[config.mk]
export PLATFORM = sky130hd
export DESIGN_NAME = product_accumulator_flat
export DESIGN_NICKNAME = d
export VERILOG_FILES = /design/src/rtl/product_accumulator_if.sv /design/src/rtl/product_accumulator.sv /design/src/flat_wrapper.sv
export SDC_FILE = /design/constraint.sdc
export NUM_CORES = 1
export LEC_CHECK = 0
export CORE_UTILIZATION = 47
export DETAILED_ROUTE_END_ITERATION = 12
export MAX_ROUTING_LAYER = met4
export PLACE_DENSITY_LB_ADDON = 0.12
export SYNTH_ARGS = -nofsm -noshare
export SYNTH_HDL_FRONTEND = slang
export SYNTH_SLANG_ARGS = --single-unit
[constraint.sdc]
create_clock -name clk -period 2.4 [get_ports clk]
set_clock_uncertainty 0.05 [all_clocks]
set_input_delay 0.36 -clock clk [delete_from_list [all_inputs] [get_ports clk]]
set_output_delay 0.36 -clock clk [all_outputs]
set_load 0.05 [all_outputs]
[src/rtl/product_accumulator_if.sv]
// Valid/ready bus between the multiplier, the product accumulator and its sum consumer.
interface product_accumulator_if #(
  parameter int ACC_W = 12
);
  logic             in_valid;
  logic             in_ready;
  logic [7:0]       product;
  logic             out_valid;
  logic             out_ready;
  logic [ACC_W-1:0] sum;
  logic             overflow;
  logic [3:0]       count;

  modport slave (
    input  in_valid,
    input  product,
    input  out_ready,
    output in_ready,
    output out_valid,
    output sum,
    output overflow,
    output count
  );

  modport master (
    output in_valid,
    output product,
    output out_ready,
    input  in_ready,
    input  out_valid,
    input  sum,
    input  overflow,
    input  count
  );
endinterface

[src/rtl/product_accumulator.sv]
// Sums batches of N_TERMS multiplier products and presents each batch sum on a
// valid/ready output, holding it until the consumer takes it.
module product_accumulator #(
  parameter int N_TERMS = 4,
  parameter int ACC_W   = 12
) (
  input  logic                  clk,
  input  logic                  rst,
  product_accumulator_if.slave  bus
);

  typedef enum logic {
    ACCUM = 1'b0,
    HOLD  = 1'b1
  } state_t;

  state_t           r_state;
  state_t           w_nextState;
  logic [ACC_W-1:0] r_sum;
  logic             r_overflow;
  logic [3:0]       r_count;

  logic             w_inReady;
  logic             w_outValid;
  logic             w_inFire;
  logic             w_outFire;
  logic             w_lastTerm;
  logic [ACC_W:0]   w_productExt;
  logic [ACC_W:0]   w_addWide;

  assign w_inFire     = bus.in_valid && w_inReady;
  assign w_outFire    = w_outValid && bus.out_ready;
  assign w_lastTerm   = (r_count == 4'(N_TERMS - 1));
  // One extra bit captures the carry-out that feeds the sticky overflow flag.
  assign w_productExt = (ACC_W + 1)'(bus.product);
  assign w_addWide    = {1'b0, r_sum} + w_productExt;

  always_ff @(posedge clk) begin
    if (rst) begin
      r_state <= ACCUM;
    end else begin
      r_state <= w_nextState;
    end
  end

  always_comb begin
    w_nextState = r_state;
    case (r_state)
      ACCUM:   if (w_inFire && w_lastTerm) w_nextState = HOLD;
      HOLD:    if (w_outFire) w_nextState = ACCUM;
      default: w_nextState = ACCUM;
    endcase
  end

  // Handshake outputs decode state only; rst masks in_ready so nothing is taken during reset.
  always_comb begin
    w_inReady  = 1'b0;
    w_outValid = 1'b0;
    case (r_state)
      ACCUM:   w_inReady  = !rst;
      HOLD:    w_outValid = 1'b1;
      default: begin
        w_inReady  = 1'b0;
        w_outValid = 1'b0;
      end
    endcase
  end

  always_ff @(posedge clk) begin
    if (rst) begin
      r_sum      <= '0;
      r_overflow <= 1'b0;
      r_count    <= 4'd0;
    end else if (w_inFire) begin
      r_sum      <= w_addWide[ACC_W-1:0];
      r_overflow <= r_overflow | w_addWide[ACC_W];
      r_count    <= w_lastTerm ? 4'd0 : r_count + 4'd1;
    end else if (w_outFire) begin
      r_sum      <= '0;
      r_overflow <= 1'b0;
    end
  end

  assign bus.in_ready  = w_inReady;
  assign bus.out_valid = w_outValid;
  assign bus.sum       = r_sum;
  assign bus.overflow  = r_overflow;
  assign bus.count     = r_count;

endmodule

[src/flat_wrapper.sv]
// flat-port wrapper written by rule: the top's interface ports become plain ports
module product_accumulator_flat 
#(
  parameter int N_TERMS = 4,
  parameter int ACC_W   = 12
)
  (clk, rst, bus_in_valid, bus_product, bus_out_ready, bus_in_ready, bus_out_valid, bus_sum, bus_overflow, bus_count);
  product_accumulator_if #(.ACC_W(ACC_W)) bus_i ();
  input  logic clk;
  input  logic rst;
  input wire logic [$bits(bus_i.in_valid)-1:0] bus_in_valid;
  input wire logic [$bits(bus_i.product)-1:0] bus_product;
  input wire logic [$bits(bus_i.out_ready)-1:0] bus_out_ready;
  output wire logic [$bits(bus_i.in_ready)-1:0] bus_in_ready;
  output wire logic [$bits(bus_i.out_valid)-1:0] bus_out_valid;
  output wire logic [$bits(bus_i.sum)-1:0] bus_sum;
  output wire logic [$bits(bus_i.overflow)-1:0] bus_overflow;
  output wire logic [$bits(bus_i.count)-1:0] bus_count;
  assign bus_i.in_valid = bus_in_valid;
  assign bus_i.product = bus_product;
  assign bus_i.out_ready = bus_out_ready;
  assign bus_in_ready = bus_i.in_ready;
  assign bus_out_valid = bus_i.out_valid;
  assign bus_sum = bus_i.sum;
  assign bus_overflow = bus_i.overflow;
  assign bus_count = bus_i.count;
  product_accumulator #(.N_TERMS(N_TERMS), .ACC_W(ACC_W)) u_core (.clk(clk), .rst(rst), .bus(bus_i));
endmodule
**Word level (Yosys, flattened, before mapping)**

Index checks and enable logic that the tools add are counted.
W data, S select, Z words.

- Reductions and logical operators: 5
- Add/sub/neg operators: 2
- Equal/unequal tests: 1
- Bitwise operators: 2
- Mux-type cells: 10

Operators with widths:

| cell | number |
|---|---|
| $mux W12 | 2 |
| $add A12 B8 Y13 | 1 |
| $mux W1 | 6 |
| $add A4 B1 Y4 const B | 1 |
| $eq A4 B2 Y1 const B | 1 |
| $mux W4 | 1 |
| $logic_and A1 B1 Y1 | 3 |
| $pmux W1 S2 | 1 |
| $reduce_bool A2 Y1 | 1 |
| $logic_not A1 Y1 | 1 |
| $not A1 Y1 | 1 |
| $or A1 B1 Y1 | 1 |

- Word-level logic and storage cells: 24
- Bits in registers: 18
- Input bits: 12
- Output and inout port bits: 19

**Depth between registers and ports, before layout**

- Word-level depth: 6
- Mapped depth: 7
- Depth with buffers taken out: 7

**Worst setup path after synthesis**

Ideal clock, no wire load.

- Path type: register -> register
- From: reg u_core.r_sum[0] (netlist: u_core.bus.sum[0])
- To: reg u_core.r_sum[6] (netlist: u_core.bus.sum[6])
- Path buffers: 0
- Data required time: 2.230 ns
- Clock period less this slack: 2.214 ns
- Stages on the path, launching flop included: 8
- Library setup time: 0.120 ns
- Data arrival time: 2.044 ns
- Setup slack: 0.186 ns
- Path through: dfxtp_1 -> ha_1 -> fa_1 -> a21o_1 -> and4_1 -> or2_2 -> xnor2_1 -> o21ai_1

- Word-level cells in the longest chain between the ends: 2

Ends and longest elaborated chain:

| what | line | source |
|---|---|---|
| start: declaration | product_accumulator.sv:19 | `logic [ACC_W-1:0] r_sum;` |
| start signal: assignment | product_accumulator.sv:75 | `r_sum <= w_addWide[ACC_W-1:0];` |
| $add A12 B8 Y13 | product_accumulator.sv:36 | `assign w_addWide = {1'b0, r_sum} + w_productExt;` |
| $mux W12 | product_accumulator.sv:74 | `end else if (w_inFire) begin` |

No other way between the ends.
A chain may end at the register's enable or synchronous reset.

**Worst setup path in the final report**

- From: in bus_product[0]
- To: reg u_core.r_overflow (netlist: u_core.bus.overflow)

- Word-level cells in the longest chain between the ends: 3

Ends and longest elaborated chain:

| what | line | source |
|---|---|---|
| start: declaration | flat_wrapper.sv:12 | `input wire logic [$bits(bus_i.product)-1:0] bus_product;` |
| $add A12 B8 Y13 | product_accumulator.sv:36 |  |
| $or A1 B1 Y1 | product_accumulator.sv:76 | `r_overflow <= r_overflow \| w_addWide[ACC_W];` |
| $mux W1 | product_accumulator.sv:74 |  |
| end signal: assignment | product_accumulator.sv:76 |  |
| end: declaration | product_accumulator.sv:20 | `logic r_overflow;` |

No other way between the ends.

==> flow_summary.rst <==
.. list-table::
   :header-rows: 1

   * - Metric
     - Value
   * - Status
     - complete, no violations
   * - Worst-case headroom to the max-slew limit
     - 0.6661
   * - Max frequency
     - 452.7 MHz
   * - Master of the slowest instance on the critical path
     - sky130_fd_sc_hd__clkdlybuf4s50_1
   * - Static leakage power
     - 0.5858 nW
   * - Instance area at placement
     - 0.001425 mm^2
   * - Final hold violation count
     - 0
   * - Adder and majority cell fraction of the synthesized area
     - 0.1220
   * - Root buf cell
     - sky130_fd_sc_hd__clkbuf_4
   * - Resized cells post-CTS
     - 0
   * - Distinct cells, synth
     - 38
   * - Flop and latch count out of synthesis
     - 18
   * - Routed vias/inst
     - 5.803
   * - CTS Sinks
     - 18
   * - Port Buffer Count
     - 30
   * - Max Slew Vio Count
     - 0
   * - Initial Utilization
     - 0.4963
   * - Chip width
     - 50.10 um
   * - Worst IR Drop VDD
     - 0.3653 mV
   * - Synthesized-area fraction occupied by and/or/nand/nor cells
     - 0.2405
   * - Die Span Y
     - 50.10 um
   * - Number of max-cap violations
     - 0
   * - Leftover overflow at the end of global routing
     - 0
   * - Number of buffers inserted to repair setup after CTS
     - 0
   * - Synthesized-area fraction occupied by ao, oa, aoi and oai cells
     - 0.1933
   * - CTS tree
     - done
   * - Crit path cell chain
     - clkdlybuf4s50_1 > ha_1 > fa_1 > a21o_1 > and4_1 > o21ai_2 > nand2_1 > a32o_1
   * - Avg WL per Cell
     - 13.21 um
   * - Dominant combinational cell family by area after synthesis
     - simple AND/OR/NAND/NOR gates
   * - Type of the most critical hold path
     - reg -> reg
   * - Capturing element type of the critical path
     - flip-flop
   * - Post-synth net total
     - 146
   * - Detailed-routing iteration count for the pre-antenna-repair pass
     - 4
   * - Die footprint
     - 0.002510 mm^2
   * - Setup TNS after final layout
     - 0 ps
   * - Gate count of the mapped netlist
     - 124
   * - Total of warnings raised by yosys
     - 0
   * - Final count of negative-setup-slack endpoints
     - 0
   * - Post-Layout Inst Area
     - 0.001448 mm^2
   * - Routability congestion estimate
     - 0.8884
   * - Post-route minimum period
     - 2209 ps
   * - Detailed placer's ending HPWL
     - 1857 um
   * - Number of H-tree branching levels
     - 1
   * - Antenna-violating nets left
     - 0
   * - Clock buffers created by TritonCTS
     - 3
   * - Clock Latency Late Sink
     - 290 ps
   * - Kind of critical path
     - in -> reg
   * - Number of antenna violations at the first check in global routing
     - 0
   * - Cell count of the worst reg-to-reg path
     - 7
   * - Smallest setup slack after layout
     - 191.0 ps
   * - Number of antenna diodes
     - 0
   * - Maximum buffer depth of the clock tree
     - 2
   * - Number of global-route vias before repair
     - 904
   * - Remaining design rule violation count
     - 0
   * - RSZ-0062 raised after global routing
     - no
   * - CTS clk-pin slew, worst paths
     - 100 ps
   * - Routed wire length
     - 2417 um
   * - Row Count
     - 17
   * - Setup WS pre-CTS
     - -102.1 ps
   * - Synth Cell Area
     - 0.001087 mm^2
   * - CTS Hold Bufs
     - 0
   * - Combined buffer and inverter count along the critical path
     - 1
   * - Total vias in the final route
     - 1062
   * - Max incr delay on CP
     - 400 ps
   * - CP delay by family, top
     - compound AO/OA/AOI/OAI gates
   * - Data required time at the worst endpoint
     - 2540 ps
   * - R2R setup slack
     - 300 ps
   * - Mean Syn Cell Area
     - 8.768 um^2
   * - Final design utilization
     - 0.6608
   * - Fill cells
     - 191
   * - Detailed router's first-iteration violation count
     - 11
   * - Transition time at the pin with the least slew margin
     - 499.2 ps
   * - Parity-gate share of the synthesized area counting xor and xnor cells
     - 0.04833
   * - Power per cell area
     - 549.7 mW/mm^2
   * - Synthesis-to-layout area growth
     - 33.14%
   * - Top Ports
     - 31
   * - Core footprint
     - 0.002191 mm^2
   * - Hold Path Depth
     - 1
   * - Number of stages on the worst setup path
     - 8
   * - Share of synthesized area spent on multiplexers
     - 0.03682
   * - Layout cells sized above 1
     - 0.07742
   * - Startpoint types
     - input pin
   * - Net total in the final layout
     - 179
   * - Overall power of the completed layout
     - 0.7958 mW
   * - Largest fanout on the critical path
     - 3
   * - Pin count of the biggest net entering global routing
     - 15
   * - Sequential cell area fraction in the yosys report
     - 0.3314
   * - Global-route wire length before repair
     - 3884 um
   * - Worst path arrival time
     - 2340 ps
   * - Fin crit share
     - 0.9204
   * - GRT Util Overall
     - 0.2112
-- Yosys cell counts (all sizes together) --
cell type	instances	share of area
dfxtp	18	0.33
a21oi	15	0.073
nand2	15	0.052
ha	9	0.10
nor2	8	0.028
o21ai	8	0.040
nand3	7	0.032
mux2i	4	0.037
nand4b	4	0.032
a21o	3	0.021
buf	3	0.020
nand3b	3	0.021
xnor2	3	0.024
xor2	3	0.024
clkbuf	2	0.0080
nor3	2	0.0092
nor3b	2	0.024
a211oi	1	0.012
a32o	1	0.0092
a41oi	1	0.0081
and3	1	0.0058
and4	1	0.0081
fa	1	0.018
nand2b	1	0.0058
nand4	1	0.0058
nor2b	1	0.0058
nor4	1	0.0058
o211a	1	0.0092
o21a	1	0.0069
o31a	1	0.0081
o31ai	1	0.0069
or2	1	0.0058
-- cells by family (layout without fill, tap and decap cells) --
group                      after synthesis  count (layout)
xor gates and xnor gates                 6               6
buffers and inverters                    5              36
muxes                                    4               4
AOI/OAI and AO/OA                       33              33
DFF                                     18              18
adders and majority gates               10              10
and+or+nand+nor                         48              48
-- power by group --
part / leakage (nW) / total [mW] / switching, mW / internal, mW
Combinational: 0.425 / 0.306 / 0.183 / 0.123
Sequential: 0.147 / 0.339 / 0.0192 / 0.320
Clock: 0.0138 / 0.151 / 0.0923 / 0.0584
-- layer usage --
layer  up-vias  wire length (um)  GRT usage
met5         -                 0          -
met3         4               113    0.03704
met4         0                25    0.08095
met1       509              1102     0.2693
met2        33              1176     0.3289
li1        516                 -          -
-- cell type report --
| class | instances | area [um^2] | area share |
|---|---|---|---|
| clock buffers | 3 | 22.52 | 0.01556 |
| multi-input cells | 101 | 696.9 | 0.4814 |
| flip-flops and latches | 18 | 360.3 | 0.2489 |
| well taps | 28 | 35.03 | 0.02420 |
| repair buffers | 33 | 332.8 | 0.2299 |
-- per-stage QoR --
step / hold slack, ps / cells
final: 447.7 / 183
after floorplan: 522.7 / 124
after detailed placement: 431.2 / 180
after CTS: 447.3 / 183
after global placement: 406.7 / 180
after global routing: 468.5 / 183
-- flip-flops by register name (all words and copies together) (netlist names) --
name	cells
u_core.bus.overflow	1
u_core.bus.sum	12
u_core.r_state	1
u_core.bus.count	4
-- final timing paths --
path | start | endpoint
worst max-delay path | bus_product[0] | u_core.bus.overflow
worst min-delay path | u_core.bus.sum[11] | u_core.bus.sum[11]
worst max register to register | u_core.bus.sum[0] | u_core.bus.overflow
worst min register to register | u_core.bus.sum[11] | u_core.bus.sum[11]
-- cell usage in the layout, fill, tap and decap left out, types with 2 or more instances in the layout --
cell                              count
sky130_fd_sc_hd__nand2_1             15
sky130_fd_sc_hd__nor3_1               2
sky130_fd_sc_hd__dfxtp_1             18
sky130_fd_sc_hd__o21ai_0              5
sky130_fd_sc_hd__ha_1                 9
sky130_fd_sc_hd__nor2_1               8
sky130_fd_sc_hd__xor2_1               3
sky130_fd_sc_hd__clkbuf_4             3
sky130_fd_sc_hd__nand3b_1             3
sky130_fd_sc_hd__o21ai_1              2
sky130_fd_sc_hd__a21o_1               3
sky130_fd_sc_hd__clkdlybuf4s50_1     29
sky130_fd_sc_hd__a21oi_1             14
sky130_fd_sc_hd__mux2i_1              4
sky130_fd_sc_hd__nand3_1              7
sky130_fd_sc_hd__buf_4                3
sky130_fd_sc_hd__xnor2_1              3
sky130_fd_sc_hd__nand4b_1             4
Note: power is estimated with default switching activity, not from simulation.
